===== src/rtl/lsu_stbuf_pkg.sv =====
// Types and constants shared by the store buffer queue and its forwarding network.
// Also holds the SECDED encoder used on the drain path.
package lsu_stbuf_pkg;

    localparam int STBUF_DEPTH = 4;
    localparam int ADDR_BITS   = 16;
    localparam int DATA_WIDTH  = 32;
    localparam int ECC_WIDTH   = 7;
    localparam int BYTES       = DATA_WIDTH / 8;

    typedef enum logic [1:0] {
        IDLE    = 2'd0,
        PEND    = 2'd1,
        DRAINED = 2'd2
    } stbuf_state_e;

    typedef struct packed {
        logic [ADDR_BITS-1:0]  addr;
        logic [DATA_WIDTH-1:0] data;
        logic [BYTES-1:0]      byteen;
        logic                  in_pic;
    } stbuf_entry_t;

    // Hamming SECDED: data bits fill the non-power-of-two codeword positions in order;
    // a set data bit toggles exactly the check bits named by its position. Top bit is overall parity.
    function automatic logic [ECC_WIDTH-1:0] rvecc_encode(input logic [DATA_WIDTH-1:0] din);
        logic [DATA_WIDTH-1:0] d;
        logic [ECC_WIDTH-2:0]  chk;
        d   = din;
        chk = '0;
        for (int p = 1; p < DATA_WIDTH + ECC_WIDTH; p++) begin
            if ((p & (p - 1)) != 0) begin
                chk = chk ^ (d[0] ? (ECC_WIDTH-1)'(p) : '0);
                d   = d >> 1;
            end
        end
        return {^{din, chk}, chk};
    endfunction

endpackage


===== src/rtl/lsu_stbuf_fwd.sv =====
// Per-byte store-to-load forward merge for one load word address across all buffer entries.
// Latency: combinational (caller flops the result into dc3).
// Backpressure: none; a pure lookup that never stalls.
module lsu_stbuf_fwd
    import lsu_stbuf_pkg::*;
#(
    parameter int DEPTH = STBUF_DEPTH
) (
    input  logic [DEPTH-1:0][ADDR_BITS-3:0]  ent_waddr,
    input  logic [DEPTH-1:0][DATA_WIDTH-1:0] ent_data,
    input  logic [DEPTH-1:0][BYTES-1:0]      ent_byteen,
    input  logic [DEPTH-1:0]                 ent_vld,
    input  logic [$clog2(DEPTH)-1:0]         wr_ptr,
    input  logic                             enq_vld,
    input  logic [ADDR_BITS-3:0]             enq_waddr,
    input  logic [DATA_WIDTH-1:0]            enq_data,
    input  logic [BYTES-1:0]                 enq_byteen,
    input  logic [ADDR_BITS-3:0]             ld_waddr,
    output logic [BYTES-1:0]                 fwd_byteen,
    output logic [DATA_WIDTH-1:0]            fwd_data
);

    localparam int PW = $clog2(DEPTH);

    logic [BYTES-1:0]      hit_be    [DEPTH+1];
    logic [DATA_WIDTH-1:0] cand_data [DEPTH+1];

    // Candidates ordered oldest (slot at wr_ptr) to youngest, same-cycle enqueue last.
    always_comb begin
        for (int k = 0; k < DEPTH; k++) begin
            hit_be[k]    = (ent_vld[wr_ptr + PW'(k)] && (ent_waddr[wr_ptr + PW'(k)] == ld_waddr))
                           ? ent_byteen[wr_ptr + PW'(k)] : '0;
            cand_data[k] = ent_data[wr_ptr + PW'(k)];
        end
        hit_be[DEPTH]    = (enq_vld && (enq_waddr == ld_waddr)) ? enq_byteen : '0;
        cand_data[DEPTH] = enq_data;
    end

    // Later (younger) candidates overwrite earlier ones byte by byte.
    always_comb begin
        fwd_byteen = '0;
        fwd_data   = '0;
        for (int k = 0; k <= DEPTH; k++) begin
            for (int b = 0; b < BYTES; b++) begin
                if (hit_be[k][b]) begin
                    fwd_byteen[b]      = 1'b1;
                    fwd_data[8*b +: 8] = cand_data[k][8*b +: 8];
                end
            end
        end
    end

endmodule


===== src/rtl/lsu_stbuf_queue.sv =====
// Committed-store buffer: circular queue draining its head to DCCM/PIC, forwarding pending bytes to loads.
// Latency: enqueue visible at head next cycle; forward lookup dc2 -> dc3 in 1 cycle; drain port combinational.
// Backpressure: head holds until lsu_stbuf_commit_any; enqueue while full is dropped and sets stbuf_ovf.
module lsu_stbuf_queue
    import lsu_stbuf_pkg::*;
#(
    parameter int DEPTH = STBUF_DEPTH
) (
    input  logic                  clk,
    input  logic                  rst,
    input  logic                  stbuf_wr_en,
    input  logic [ADDR_BITS-1:0]  stbuf_wr_addr,
    input  logic [DATA_WIDTH-1:0] stbuf_wr_data,
    input  logic [BYTES-1:0]      stbuf_wr_byteen,
    input  logic                  stbuf_wr_in_pic,
    input  logic                  lsu_stbuf_commit_any,
    input  logic                  ld_valid_dc2,
    input  logic [ADDR_BITS-1:0]  ld_addr_lo_dc2,
    input  logic [ADDR_BITS-1:0]  ld_addr_hi_dc2,
    output logic                  stbuf_reqvld_any,
    output logic [ADDR_BITS-1:0]  stbuf_addr_any,
    output logic [DATA_WIDTH-1:0] stbuf_data_any,
    output logic [ECC_WIDTH-1:0]  stbuf_ecc_any,
    output logic                  stbuf_addr_in_pic_any,
    output logic [DATA_WIDTH-1:0] stbuf_fwddata_lo_dc3,
    output logic [DATA_WIDTH-1:0] stbuf_fwddata_hi_dc3,
    output logic [BYTES-1:0]      stbuf_fwdbyteen_lo_dc3,
    output logic [BYTES-1:0]      stbuf_fwdbyteen_hi_dc3,
    output logic                  stbuf_full,
    output logic                  stbuf_empty,
    output logic                  stbuf_ovf
);

    localparam int PW = $clog2(DEPTH);
    localparam int CW = PW + 1;

    stbuf_state_e                    state [DEPTH];
    stbuf_entry_t [DEPTH-1:0]        ent;
    logic [PW-1:0]                   wr_ptr;
    logic [PW-1:0]                   rd_ptr;
    logic [CW-1:0]                   cnt;
    logic                            enq;
    logic                            deq;
    logic                            retire;
    logic [DEPTH-1:0]                ent_vld;
    logic [DEPTH-1:0][ADDR_BITS-3:0]  ent_waddr;
    logic [DEPTH-1:0][DATA_WIDTH-1:0] ent_data;
    logic [DEPTH-1:0][BYTES-1:0]      ent_byteen;
    logic [BYTES-1:0]                fwd_be_lo;
    logic [BYTES-1:0]                fwd_be_hi;
    logic [DATA_WIDTH-1:0]           fwd_dat_lo;
    logic [DATA_WIDTH-1:0]           fwd_dat_hi;
    logic                            unused_addr_lsbs;

    assign unused_addr_lsbs = ^{stbuf_wr_addr[1:0], ld_addr_lo_dc2[1:0], ld_addr_hi_dc2[1:0]};

    assign stbuf_full  = (cnt == CW'(DEPTH));
    assign stbuf_empty = (cnt == '0);
    assign enq         = stbuf_wr_en & ~stbuf_full;

    assign stbuf_reqvld_any      = (state[rd_ptr] == PEND);
    assign deq                   = lsu_stbuf_commit_any & stbuf_reqvld_any;
    assign stbuf_addr_any        = ent[rd_ptr].addr;
    assign stbuf_data_any        = ent[rd_ptr].data;
    assign stbuf_addr_in_pic_any = ent[rd_ptr].in_pic;
    assign stbuf_ecc_any         = rvecc_encode(stbuf_data_any);

    // DRAINED lasts exactly one cycle, so at most one entry retires per cycle.
    always_comb begin
        retire     = 1'b0;
        ent_vld    = '0;
        ent_waddr  = '0;
        ent_data   = '0;
        ent_byteen = '0;
        for (int k = 0; k < DEPTH; k++) begin
            ent_vld[k]    = (state[k] != IDLE);
            retire        = retire | (state[k] == DRAINED);
            ent_waddr[k]  = ent[k].addr[ADDR_BITS-1:2];
            ent_data[k]   = ent[k].data;
            ent_byteen[k] = ent[k].byteen;
        end
    end

    always_ff @(posedge clk) begin
        if (rst) begin
            for (int k = 0; k < DEPTH; k++) state[k] <= IDLE;
            ent       <= '0;
            wr_ptr    <= '0;
            rd_ptr    <= '0;
            cnt       <= '0;
            stbuf_ovf <= 1'b0;
        end else begin
            for (int k = 0; k < DEPTH; k++) begin
                if (state[k] == DRAINED) state[k] <= IDLE;
            end
            if (deq) begin
                state[rd_ptr] <= DRAINED;
                rd_ptr        <= rd_ptr + PW'(1);
            end
            if (enq) begin
                state[wr_ptr] <= PEND;
                ent[wr_ptr]   <= '{addr:   {stbuf_wr_addr[ADDR_BITS-1:2], 2'b00},
                                   data:   stbuf_wr_data,
                                   byteen: stbuf_wr_byteen,
                                   in_pic: stbuf_wr_in_pic};
                wr_ptr        <= wr_ptr + PW'(1);
            end
            if (stbuf_wr_en && stbuf_full) stbuf_ovf <= 1'b1;
            cnt <= cnt + CW'(enq) - CW'(retire);
        end
    end

    lsu_stbuf_fwd #(.DEPTH(DEPTH)) u_fwd_lo (
        .ent_waddr  (ent_waddr),
        .ent_data   (ent_data),
        .ent_byteen (ent_byteen),
        .ent_vld    (ent_vld),
        .wr_ptr     (wr_ptr),
        .enq_vld    (enq),
        .enq_waddr  (stbuf_wr_addr[ADDR_BITS-1:2]),
        .enq_data   (stbuf_wr_data),
        .enq_byteen (stbuf_wr_byteen),
        .ld_waddr   (ld_addr_lo_dc2[ADDR_BITS-1:2]),
        .fwd_byteen (fwd_be_lo),
        .fwd_data   (fwd_dat_lo)
    );

    lsu_stbuf_fwd #(.DEPTH(DEPTH)) u_fwd_hi (
        .ent_waddr  (ent_waddr),
        .ent_data   (ent_data),
        .ent_byteen (ent_byteen),
        .ent_vld    (ent_vld),
        .wr_ptr     (wr_ptr),
        .enq_vld    (enq),
        .enq_waddr  (stbuf_wr_addr[ADDR_BITS-1:2]),
        .enq_data   (stbuf_wr_data),
        .enq_byteen (stbuf_wr_byteen),
        .ld_waddr   (ld_addr_hi_dc2[ADDR_BITS-1:2]),
        .fwd_byteen (fwd_be_hi),
        .fwd_data   (fwd_dat_hi)
    );

    always_ff @(posedge clk) begin
        if (rst || !ld_valid_dc2) begin
            stbuf_fwdbyteen_lo_dc3 <= '0;
            stbuf_fwdbyteen_hi_dc3 <= '0;
            stbuf_fwddata_lo_dc3   <= '0;
            stbuf_fwddata_hi_dc3   <= '0;
        end else begin
            stbuf_fwdbyteen_lo_dc3 <= fwd_be_lo;
            stbuf_fwdbyteen_hi_dc3 <= fwd_be_hi;
            stbuf_fwddata_lo_dc3   <= fwd_dat_lo;
            stbuf_fwddata_hi_dc3   <= fwd_dat_hi;
        end
    end

endmodule


===== config.mk =====
export PLATFORM = sky130hd
export DESIGN_NAME = lsu_stbuf_queue
export DESIGN_NICKNAME = d
export VERILOG_FILES = /design/src/rtl/lsu_stbuf_pkg.sv /design/src/rtl/lsu_stbuf_fwd.sv /design/src/rtl/lsu_stbuf_queue.sv
export SDC_FILE = /design/constraint.sdc
export NUM_CORES = 1
export LEC_CHECK = 0
export ABC_AREA = 1
export CORE_ASPECT_RATIO = 0.5
export CORE_MARGIN = 3
export CORE_UTILIZATION = 45
export DETAILED_ROUTE_END_ITERATION = 7
export PLACE_DENSITY = 0.7
export SLEW_MARGIN = 25
export SYNTH_ARGS = -nofsm -noshare
export SYNTH_HDL_FRONTEND = slang
export SYNTH_SLANG_ARGS = --single-unit

===== constraint.sdc =====
create_clock -name clk -period 3.7 [get_ports clk]
set_clock_uncertainty 0.2 [all_clocks]
set_input_delay 0.74 -clock clk [delete_from_list [all_inputs] [get_ports clk]]
set_output_delay 0.74 -clock clk [all_outputs]
set_load 0.01 [all_outputs]

==> flow_summary.yaml, run 1 <==
power:
  power_density_nw_per_um2: 613
  p_leak_nw: 12.0
  vdd.ir_drop.worst_mv: 0.732
sta:
  rsz0062_at_grt: "yes"
  tightest_slew_ns: 0.904
  relSlewSlack: 0.397
  final_hold_viol_count: 0
  period_share: 1.10
  fmax_mhz: 245
  finalWorstSetupSlack_ns: -0.375
  setup_viol: 6
  fin_crit_ns: 4.08
  slew_violations: 0
  whs_ns: 0.265
  finalSetupTns_ns: -1.30
critical_path:
  path_class: "register to primary output"
  cp-start-kind: "register"
  endpoint_kind: "primary output"
  cp_max_fo: 7
  cp.arrival_ns: 3.14
  worstPathRequired_ns: 2.76
clock_network:
  clk_latency_ns: 0.61
  cts.sinks: 294
  cts.path.max_buffers: 3
  cts_tree: "built"
  htreeDepth: 1
  cts_buffers: 29
  cts-root-buf: "clkbuf_16"
  clk_pin_slew_ns: 0.07
  holdBufCountCts: 0
yosys:
  synthArstFlopShare: 0
  synth_flop_cell: "dfxtp_1"
  synthAdderAreaFrac: 0.00635
  ys_seq_area_frac: 0.258
  synth_compound_area_frac: 0.262
  yosysTopAreaCell: "dfxtp_1"
  yosysMostFrequentCell: "nand2_1"
  synthCells: 3903
  yosys.area.top_type_share: 0.258
  syn_area_um2: 22800
  ys_warn_count: 0
  yosys.area_share.simple: 0.323
  avgSynthCellArea_um2: 5.85
  ys_ff_latch: 294
  synth_top_family_by_area: "simple AND/OR/NAND/NOR gates"
  synth_common_cells: "1,209 x nand2_1, 566 x o21ai_0, 412 x a21oi_1"
  synth_mux_area_frac: 0.00509
  ys_top_cells_by_area: "dfxtp_1 26%, nand2_1 20%, o21ai_0 12%, a21oi_1 9.0%, inv_1 5.5%"
  synth_xor_area_frac: 0.0341
  synth_edf_count: 0
  synth_cell_type_count: 57
layout:
  fill_cells: 4918
  final_nets: 4239
  design_area_um2: 28400
  utilization: 0.576
  drive_gt1_frac: 0.141
  syn2layout_area_growth_pct: 24.4
  diodes: 0
global_routing:
  antenna_found_initial: 0
  overflow: 0
  grt_pass1_vias: 24400
  grt_pass1_wl_mm: 136
  grt_max_degree: 163
  track_usage: 0.321
floorplan:
  fp-row-count: 57
  fp.dieW_um: 325
  io_pins: 222
  die_y_um: 165
  core_um2: 49400
  dieArea_um2: 53700
  initial_utilization: 0.463
detailed_routing:
  routed_wl_mm: 90.4
  drc: 0
  first_iter_violations: 2825
  ant_nets: 0
  viasPerCell: 5.57
  drt_first_pass_iters: 8
  routedWlPerCell_um: 18.7
  vias: 26900
status:
  violations: "setup timing"
  status: "finished, violations left"
place:
  place.gp.congestion: 0.995
  hpwl_mm: 65.1
  place_area_um2: 26500
  portBuffers: 213
flow_run:
  cap_violations: 0
min_path:
  hold_path.class: "register to register"
-- layout by cell type, fill, tap and decap left out, drive strengths merged, types with 5 or more instances in the layout --
cell	instances
nand3	203
o22ai	11
nand4	74
clkinvlp	5
dfxtp	294
and2	12
o21a	7
nor2	203
mux2i	8
nor4	5
a21oi	412
o21ai	682
inv	342
clkdlybuf4s50	205
o211ai	17
ha	10
xnor2	27
clkinv	12
or2	20
nand2	1213
clkbuf	36
nor3	9
buf	262
xor2	62
-- final cells by class --
| type | instances | area [µm²] | share of cell area |
|---|---|---|---|
| clock inverter | 18 | 153 | 0.00537 |
| sequential | 294 | 5900 | 0.207 |
| multi-input combinational | 3003 | 15000 | 0.526 |
| tap | 678 | 848 | 0.0298 |
| timing repair buffer | 468 | 4470 | 0.157 |
| clock buffer | 36 | 802 | 0.0282 |
| inverter | 342 | 1300 | 0.0458 |
-- state kept, by name, indices dropped and copies added, names as in the netlist, named ones only --
| name | count |
|---|---|
| rd_ptr | 2 |
| stbuf_fwdbyteen_lo_dc3 | 4 |
| stbuf_fwdbyteen_hi_dc3 | 4 |
| cnt | 3 |
| ent | 204 |
| stbuf_ovf | 1 |
| wr_ptr | 2 |
| stbuf_fwddata_lo_dc3 | 32 |
| state | 8 |
| stbuf_fwddata_hi_dc3 | 32 |
-- critical path, stage by stage (launching register included) --
cell and delay [ns]:
dfxtp_4 0.43, clkinv_8 0.11, buf_12 0.16, buf_4 0.15
nand2_1 0.05, nand3_1 0.08, nand2_2 0.13, inv_1 0.07
buf_4 0.13, nand3_1 0.08, nand2_2 0.09, inv_1 0.08
nand2_2 0.07, nand2_1 0.07, nand2_2 0.06, nand2_1 0.06
nand2_1 0.06, nand2_2 0.08, inv_1 0.05, nand2_2 0.08
nand2_2 0.06, nand2_1 0.06, nand3_1 0.06, nand2_1 0.07
inv_1 0.03, buf_2 0.13
-- power by group --
group / internal [mW] / switching (mW)
logic: 4.18 / 6.48
clock network: 1.63 / 1.46
registers: 3.45 / 0.224
total: 9.26 / 8.17
-- stage by stage --
step           total power [mW]  setup WS [ns]  std cells
6_report                   17.4         -0.375       4839
5_1_grt                    18.6         -0.597       4839
4_1_cts                    16.9         -0.311       4831
3_5_place_dp               13.3         -0.189       4750
3_3_place_gp               13.1         -0.132       4750
2_1_floorplan              9.42         0.0197       3904
-- cells by family after synthesis --
group	count (synthesis)
simple gates	1744
compound gates	1149
buf+inv	607
flops	294
xor+xnor	89
fa+ha+maj	11
mux	8
other cells	1
-- final timing paths --
path / cells past startpoint / slack (ns) / endpoint / start
min: 2 / 0.26 / stbuf_ovf / stbuf_ovf
max: 25 / -0.38 / stbuf_ecc_any[6] / rd_ptr[0]
max reg2reg: 13 / 0.12 / stbuf_fwddata_lo_dc3[1] / wr_ptr[0]
min reg2reg: 2 / 0.26 / stbuf_ovf / stbuf_ovf
-- layer usage --
layer,GRT usage,part of all wire
met1,0.394,0.40
met5,0,0
met4,0.141,0.049
met2,0.572,0.48
met3,0.0370,0.069
-- repair_timing --
item | CTS | global route
buffers inserted | 21 | 9
gates cloned | 7 | 0
resized for setup | 145 | 98
endpoints found under the setup margin | 8 | 13
pin swaps | 51 | 65
Note: power is estimated with default switching activity, not from simulation.
==> run 2: changes to the inputs <==
--- a/config.mk
+++ b/config.mk
@@ -10,7 +10,7 @@
 export CORE_MARGIN = 3
 export CORE_UTILIZATION = 45
 export DETAILED_ROUTE_END_ITERATION = 7
-export PLACE_DENSITY = 0.7
+export PLACE_DENSITY_LB_ADDON = 0.12
 export SLEW_MARGIN = 25
 export SYNTH_ARGS = -nofsm -noshare
 export SYNTH_HDL_FRONTEND = slang
==> flow_summary.yaml, run 2 (synthesized netlist as in run 1, its figures left out) <==
status:
  status: "finished, violations left"
  violations: "DRC, setup timing"
global_routing:
  antenna_found_initial: 0
  track_usage: 0.320
  grt_max_degree: 182
  grt_pass1_wl_mm: 135
  grt_pass1_vias: 23600
  overflow: 0
flow_run:
  cap_violations: 0
detailed_routing:
  routedWlPerCell_um: 19.1
  vias: 26800
  ant_nets: 0
  routed_wl_mm: 91.8
  drt_first_pass_iters: 8
  viasPerCell: 5.58
  drc: 1
  first_iter_violations: 2478
sta:
  rsz0062_at_grt: "yes"
  tightest_slew_ns: 0.884
  fin_crit_ns: 4.14
  fmax_mhz: 241
  finalWorstSetupSlack_ns: -0.443
  final_hold_viol_count: 0
  setup_viol: 7
  finalSetupTns_ns: -1.28
  period_share: 1.12
  slew_violations: 0
  relSlewSlack: 0.411
floorplan:
  core_um2: 49400
  fp-row-count: 57
  dieArea_um2: 53700
  fp.dieW_um: 325
  io_pins: 222
  initial_utilization: 0.463
  die_y_um: 165
layout:
  stdcell_count: 4803
  top_register: "ent"
  diodes: 0
  reg_top3: "ent x204, stbuf_fwddata_hi_dc3 x32, stbuf_fwddata_lo_dc3 x32"
  final_cell_mix: "1,063 x nand2_1, 566 x o21ai_0, 406 x a21oi_1"
  layout_commonest_cell: "nand2_1"
  final_nets: 4202
  fill_cells: 4910
  syn2layout_area_growth_pct: 24.6
  drive_gt1_frac: 0.138
  largest_register_ffs: 204
min_path:
  hold_path.class: "register to register"
place:
  portBuffers: 213
  place.detailed.instances: 4722
  hpwl_mm: 66.1
  place.gp.congestion: 0.953
critical_path:
  worstPathRequired_ns: 2.76
  endpoint_kind: "primary output"
  cp-start-kind: "register"
  path_class: "register to primary output"
  cp.arrival_ns: 3.20
  cp_max_fo: 8
power:
  internal-power_mw: 9.64
  vdd.ir_drop.worst_mv: 0.762
  p_clk_frac: 0.195
  seqPwrFrac: 0.204
  power_density_nw_per_um2: 631
  power_frac_comb: 0.600
  switching_power_mw: 8.33
  p_leak_nw: 11.9
  p_total_mw: 18.0
  sw_frac_of_total: 0.463
clock_network:
  cts.sinks: 294
  clk_pin_slew_ns: 0.07
  cts-root-buf: "clkbuf_16"
  cts_buffers: 30
  cts.path.max_buffers: 3
  cts_tree: "built"
  clk_latency_ns: 0.61
  htreeDepth: 1
  holdBufCountCts: 0
## run 2: cell count changes in the layout (fill, tap and decap cells not counted), moves of 5 or more
| cell | delta |
|---|---|
| a21oi_1 | -5 |
| a21oi_2 | +5 |
| buf_4 | -35 |
| bufinv_16 | +5 |
| clkbuf_16 | +5 |
| nand2_1 | -12 |
| nand2_2 | +9 |
## run 2: area by class of cell
class / instances / area, µm² / area share
Multi-Input combinational cell: 3003 / 15100 / 0.531
Clock inverter: 18 / 264 / 0.00927
Clock buffer: 38 / 842 / 0.0296
Inverter: 342 / 1300 / 0.0457
Sequential cell: 294 / 5900 / 0.207
Tap cell: 678 / 848 / 0.0298
Timing Repair Buffer: 430 / 4210 / 0.148
## run 2: path summary, 6_finish.rpt
check	start	to	slack [ns]	depth (start not counted)
worst max register to register	wr_ptr[0]	stbuf_fwddata_hi_dc3[25]	0.14	17
worst min register to register	stbuf_ovf	stbuf_ovf	0.25	2
worst max-delay path	rd_ptr[0]	stbuf_ecc_any[6]	-0.44	25
worst min-delay path	stbuf_ovf	stbuf_ovf	0.25	2
## run 2: power by group through the flow
stage / registers [mW] / clock network, mW / logic (mW)
floorplan: 3.66 / 0 / 5.76
CTS: 3.66 / 3.55 / 9.73
detailed placement: 3.72 / 0 / 9.54
global placement: 3.72 / 0 / 9.44
global route: 3.70 / 3.67 / 11.7
finish: 3.67 / 3.51 / 10.8
## run 2: critical path, cell delays in order, from the launching register on
cell and delay [ns]:
dfxtp_4 0.46, clkinv_8 0.14, buf_16 0.18, buf_12 0.15, nand2_4 0.05, nand2_2 0.05
nand2_2 0.06, nand2_2 0.09, nand2_2 0.10, nand2_4 0.07, nand2_2 0.09, inv_2 0.04
nor2_2 0.12, nand2_2 0.08, nand2_2 0.07, nand2_2 0.06, buf_4 0.12, nand4_1 0.06
nand2_1 0.08, nand2_2 0.08, nand2_2 0.06, nand2_1 0.06, nand3_1 0.07, nand2_1 0.09
inv_1 0.04, buf_2 0.13
## run 2: routing by layer
| layer | routed length (µm) | GRT usage |
|---|---|---|
| met1 | 38200 | 0.398 |
| met2 | 42500 | 0.555 |
| met3 | 6080 | 0.0365 |
| met4 | 5080 | 0.162 |
| met5 | 0 | 0 |
## run 2: per-stage QoR
stage | worst slack (ns) | utilization | hold WS [ns] | cell area [µm²]
4_1_cts | -0.443 | 0.562 | 0.255 | 27700
3_5_place_dp | -0.193 | 0.533 | 0.242 | 26300
3_3_place_gp | -0.173 | 0.533 | 0.237 | 26300
6_report | -0.443 | 0.577 | 0.253 | 28500
5_1_grt | -0.620 | 0.577 | 0.280 | 28500
2_1_floorplan | 0.0197 | - | 0.237 | 22800
## run 2: repair_timing
item / in CTS / in global routing
pin swaps: 1 / 73
gates resized for setup: 71 / 179
cloned: 3 / 5
endpoints found under the setup margin: 7 / 16
buffers inserted: 6 / 13
hold endpoints to repair: 0 / 0
